## config.mk

```make
export PLATFORM = sky130hd
export DESIGN_NAME = washer_plant
export DESIGN_NICKNAME = d
export VERILOG_FILES = /design/src/rtl/washer_plant.sv
export SDC_FILE = /design/constraint.sdc
export NUM_CORES = 1
export LEC_CHECK = 0
export ABC_AREA = 1
export CAP_MARGIN = 20
export CORE_MARGIN = 2
export CORE_UTILIZATION = 25
export CTS_CLUSTER_DIAMETER = 50
export DETAILED_ROUTE_END_ITERATION = 8
export GPL_ROUTABILITY_DRIVEN = 0
export GPL_TIMING_DRIVEN = 0
export HOLD_SLACK_MARGIN = 0.15
export PLACE_DENSITY = 0.47
export SYNTH_ARGS = -nofsm -noshare
export SYNTH_HDL_FRONTEND = slang
export SYNTH_SLANG_ARGS = --single-unit
```

## constraint.sdc

```tcl
create_clock -name clock -period 1.8 [get_ports clock]
set_clock_uncertainty 0.15 [all_clocks]
set_input_delay 0.36 -clock clock [delete_from_list [all_inputs] [get_ports clock]]
set_output_delay 0.36 -clock clock [all_outputs]
set_load 0.01 [all_outputs]
```

## src/rtl/washer_plant.sv

```systemverilog
// washer_plant
// Behavioural plant model of a washing machine that closes the loop around
// the sequencing controller. It turns the actuator commands into the sensor
// levels the controller waits on. A water-level counter is filled by the
// valve and drained by spinning. A wash timer counts agitation while the drum
// is full. A spin timer counts spinning once the drum is empty. A sticky flag
// records any illegal actuator combination.
//
// Parameters
//   FILL_CYCLES  valve edges to fill from empty; also the maximum level
//   WASH_CYCLES  qualifying agitation edges before Time asserts
//   SPIN_CYCLES  qualifying spin edges at empty level before dry asserts
//
// Ports
//   clock       in   single clock, rising edge
//   reset_n     in   asynchronous active-low reset
//   valve       in   fill valve open
//   shake_mode  in   agitate (wash) command
//   turn_mode   in   spin/drain command
//   full        out  level equals FILL_CYCLES
//   Time        out  wash time elapsed (level)
//   dry         out  spin complete (level)
//   fault       out  sticky illegal-command flag, cleared only by reset
//
// Phase tracker (debug view of the commands; it also holds the fault flag)
//   phase     | meaning
//   ----------+---------------------------------------------------
//   PH_IDLE   | no command asserted
//   PH_FILL   | valve open
//   PH_WASH   | agitating
//   PH_SPIN   | spinning / draining
//   PH_FAULT  | two or more commands were seen together; held until reset

module washer_plant #(
   parameter int FILL_CYCLES = 8,
   parameter int WASH_CYCLES = 16,
   parameter int SPIN_CYCLES = 12
) (
   input  logic clock,
   input  logic reset_n,
   input  logic valve,
   input  logic shake_mode,
   input  logic turn_mode,
   output logic full,
   output logic Time,
   output logic dry,
   output logic fault
);

   localparam int LW = $clog2(FILL_CYCLES + 1);
   localparam int WW = (WASH_CYCLES > 1) ? $clog2(WASH_CYCLES) : 1;
   localparam int SW = (SPIN_CYCLES > 1) ? $clog2(SPIN_CYCLES) : 1;

   localparam logic [LW-1:0] LVL_MAX = LW'(FILL_CYCLES);
   localparam logic [WW-1:0] W_LAST  = WW'(WASH_CYCLES - 1);
   localparam logic [SW-1:0] S_LAST  = SW'(SPIN_CYCLES - 1);

   typedef enum logic [2:0] {
      PH_IDLE  = 3'd0,
      PH_FILL  = 3'd1,
      PH_WASH  = 3'd2,
      PH_SPIN  = 3'd3,
      PH_FAULT = 3'd4
   } phase_t;

   phase_t          phase_q, phase_nxt;
   logic [LW-1:0]   level_q, level_nxt;
   logic [WW-1:0]   wcnt_q, wcnt_nxt;
   logic [SW-1:0]   scnt_q, scnt_nxt;
   logic            time_q, time_nxt;
   logic            dry_q, dry_nxt;
   logic            illegal;
   logic            wash_qual;
   logic            spin_qual;

   assign illegal = (valve & shake_mode) | (valve & turn_mode) | (shake_mode & turn_mode);

   // Both qualifiers use the pre-edge level, so full/empty take effect one
   // edge after the level reaches them.
   assign wash_qual = shake_mode & full & ~time_q;
   assign spin_qual = turn_mode & (level_q == '0) & ~dry_q;

   always_ff @(posedge clock or negedge reset_n) begin
      if (!reset_n) begin
         phase_q <= PH_IDLE;
      end else begin
         phase_q <= phase_nxt;
      end
   end

   always_comb begin
      phase_nxt = PH_IDLE;
      if (phase_q == PH_FAULT || illegal) begin
         phase_nxt = PH_FAULT;
      end else if (valve) begin
         phase_nxt = PH_FILL;
      end else if (shake_mode) begin
         phase_nxt = PH_WASH;
      end else if (turn_mode) begin
         phase_nxt = PH_SPIN;
      end
   end

   // The valve wins over draining when both are commanded.
   always_comb begin
      level_nxt = level_q;
      if (valve) begin
         if (level_q != LVL_MAX) begin
            level_nxt = level_q + LW'(1);
         end
      end else if (turn_mode) begin
         if (level_q != '0) begin
            level_nxt = level_q - LW'(1);
         end
      end
   end

   always_comb begin
      wcnt_nxt = wcnt_q;
      time_nxt = time_q;
      if (!shake_mode) begin
         wcnt_nxt = '0;
         time_nxt = 1'b0;
      end else if (wash_qual) begin
         if (wcnt_q == W_LAST) begin
            wcnt_nxt = '0;
            time_nxt = 1'b1;
         end else begin
            wcnt_nxt = wcnt_q + WW'(1);
         end
      end
   end

   always_comb begin
      scnt_nxt = scnt_q;
      dry_nxt  = dry_q;
      if (!turn_mode) begin
         scnt_nxt = '0;
         dry_nxt  = 1'b0;
      end else if (spin_qual) begin
         if (scnt_q == S_LAST) begin
            scnt_nxt = '0;
            dry_nxt  = 1'b1;
         end else begin
            scnt_nxt = scnt_q + SW'(1);
         end
      end
   end

   always_ff @(posedge clock or negedge reset_n) begin
      if (!reset_n) begin
         level_q <= '0;
         wcnt_q  <= '0;
         scnt_q  <= '0;
         time_q  <= 1'b0;
         dry_q   <= 1'b0;
      end else begin
         level_q <= level_nxt;
         wcnt_q  <= wcnt_nxt;
         scnt_q  <= scnt_nxt;
         time_q  <= time_nxt;
         dry_q   <= dry_nxt;
      end
   end

   assign full  = (level_q == LVL_MAX);
   assign Time  = time_q;
   assign dry   = dry_q;
   assign fault = (phase_q == PH_FAULT);

endmodule
```

==> flow_summary.toml <==
[route]
remaining_drc_errors = 0
ant_nets = 0
drtIter0Drc = 12
wire_per_inst_um = 9.95
routed_wl_um = 1870
first_pass_iters = 4
via_count = 818
viasPerCell = 4.35

[timing]
setup_viol = 0
finalCritPeriodShare_pct = 93.4
hold_viol_final = 0
fin_tns_setup_ps = 0
period_needed_ps = 1680
finalMaxSlewViolations = 0
max_freq_mhz = 595
worst_pin_slew_ps = 793
maxSlewHeadroom_pct = 47.0
rsz0062_at_grt = "no"

[synth]
yosysUniqueCellTypes = 22
ys_seq_area_share_pct = 43.1
syn_avg_cell_area_um2 = 7.83
syn_nets = 136
synth_edf_count = 0
synth_ff_type = "dfrtp_1"
synthTopCellsByArea = "dfrtp_1 (43%), nand2_1 (14%), nand3_1 (6.6%)"
synth_seq_cells = 17
async_flop_share_pct = 100
post_synth_inst_count = 126
ys_top_cells_by_count = "nand2_1 (36), dfrtp_1 (17), inv_1 (13), nand3_1 (13), nor2_1 (12)"
yosysWarnings = 0
yosysMostFrequentCell = "nand2_1"
synth_top_area_share_pct = 43.1
yosys.area.top_type = "dfrtp_1"
synth_area_um2 = 987

[clock_tree]
clockBufferDepth = 2
root_buffer = "clkbuf_8"
cts_buffers = 3
clkSlewWorstSetupHoldPaths_ps = 70
cts_tree = "built"
postCtsHoldBufs = 0
clkLatencyLatePin_ps = 250
cts_sinks = 17
cts.htree.levels = 1

[grt]
grt_max_degree = 18
first_global_vias = 793
grt_overflow = 0
grt_pass1_wl_um = 3380
antenna_found_initial = 0
grt_util_all_layers_pct = 10.1

[worst_setup_path]
worst_ep_required_time_ps = 1290
slowest_stage = "clkdlybuf4s50_1"
startpoint = "dry$_DFFE_PN0P_"
path_max_fanout = 3
path_delay_family = "buffers and inverters"
crit_chain = "clkdlybuf4s50_1"
slowest_delay_ps = 540
crit_type = "reg2out"
cp-end-kind = "output port"
cp-start-kind = "flop"
critPathBufInv = 1
r2r-start = "level_q[0]$_DFFE_PN0P_"
crit_arrival_ps = 1170

[layout]
layout-drive-gt1-share_pct = 21.4
nFillCells = 412
diodes = 0
final_area_um2 = 1200
fin_nets = 151
area_growth_pct = 21.9
final_core_util_pct = 32.4

[power]
peakVddDrop_mv = 0.460
p_int_mw = 0.906
switching_share_pct = 38.9
power_density_nw_per_um2 = 1230
power_switching_mw = 0.576
p_clk_share_pct = 19.8
power_frac_comb_pct = 40.9
cellLeakagePower_nw = 0.605
p_seq_share_pct = 39.3

[die]
start_util_pct = 26.6
fp.dieH_um = 66.8
dieArea_um2 = 4470
pin_count = 9
die_x_um = 66.8
rows = 22
fp.coreArea_um2 = 3720

[min_path]
min_path_type = "in2reg"
hold_start = "shake_mode"

[placed_design]
placed_area_um2 = 1120
port_buffers = 7
place_hpwl_um = 1380

[run]
drv_cap = 0

[outcome]
status = "complete, no violations"
## path summary, 6_finish.rpt
kind | endpoint | slack [ps] | cells after the start
setup / recovery | dry | 120 | 1
hold / removal | wcnt_q[1]$_DFFE_PN0P_ | 260 | 3
setup reg to reg | level_q[2]$_DFFE_PN0P_ | 350 | 4
hold reg to reg | scnt_q[1]$_DFFE_PN0P_ | 390 | 2
max in group asynchronous | level_q[2]$_DFFE_PN0P_ | 540 | 1
min in group asynchronous | level_q[3]$_DFFE_PN0P_ | 410 | 1
## per-stage QoR
| step | std cells | hold WS (ps) | setup WS, ps | total power, mW |
|---|---|---|---|---|
| 2_1_floorplan | 126 | -85.6 | 356 | 0.993 |
| 3_3_place_gp | 181 | 367 | -271 | 1.12 |
| 3_5_place_dp | 181 | 373 | -277 | 1.13 |
| 4_1_cts | 185 | 265 | 3.33 | 1.44 |
| 5_1_grt | 188 | 289 | 31.3 | 1.64 |
| 6_report | 188 | 263 | 118 | 1.48 |
## metal layers
metal	vias up	part of all wire [%]	global-route usage, %
met5	-	0	0
met4	0	1.2	3.06
met3	4	4.9	3.55
met2	12	50	17.6
met1	378	44	11.4
li1	424	-	-
## area by class of cell
type / count / area (um^2) / area share [%]
Multi-Input combinational cell: 92 / 518 / 43.0
Sequential cell: 17 / 428 / 35.6
Timing Repair Buffer: 10 / 86.3 / 7.17
Inverter: 16 / 60.1 / 4.99
Tap cell: 48 / 60.1 / 4.99
Clock buffer: 3 / 41.3 / 3.43
Clock inverter: 1 / 5.00 / 0.416
Buffer: 1 / 5.00 / 0.416
## power by group through the flow
stage,Combinational (mW),Sequential (mW),Clock [mW]
after floorplan,0.428,0.565,0
after global placement,0.535,0.586,0
after detailed placement,0.543,0.590,0
after CTS,0.543,0.584,0.312
after global routing,0.710,0.599,0.329
final,0.606,0.582,0.294
## registers in the layout, summed over array words and instances (netlist names)
name	flops
level_q	4
Time	1
wcnt_q	4
dry	1
phase_q	3
scnt_q	4
## cells in the final DEF (no fill, tap or decap), drive strengths merged, types with 4 or more instances in the layout
| cell type | synthesis | layout |
|---|---|---|
| nand2 | 43 | 43 |
| buf | 1 | 5 |
| a21oi | 5 | 5 |
| inv | 16 | 16 |
| nor2 | 16 | 16 |
| ha | 4 | 4 |
| nand3 | 13 | 13 |
| dfrtp | 17 | 17 |
| clkdlybuf4s50 | 0 | 5 |
## cells by family after synthesis
kind of cell             count (synthesis)  share of synthesized area, %
AO/OA/AOI/OAI                            8                          4.44
flip-flops                              17                          43.1
XOR/XNOR                                 4                          3.55
AND/OR/NAND/NOR                         75                          35.2
adder cells (fa/ha/maj)                  5                          7.10
buffers and inverters                   17                          6.59
## what timing repair did
action	CTS	global route
pin swaps	0	1
resized for setup	6	5
buffers inserted	0	3
endpoints found under the setup margin	3	2
(Power assumes the default switching activity.)
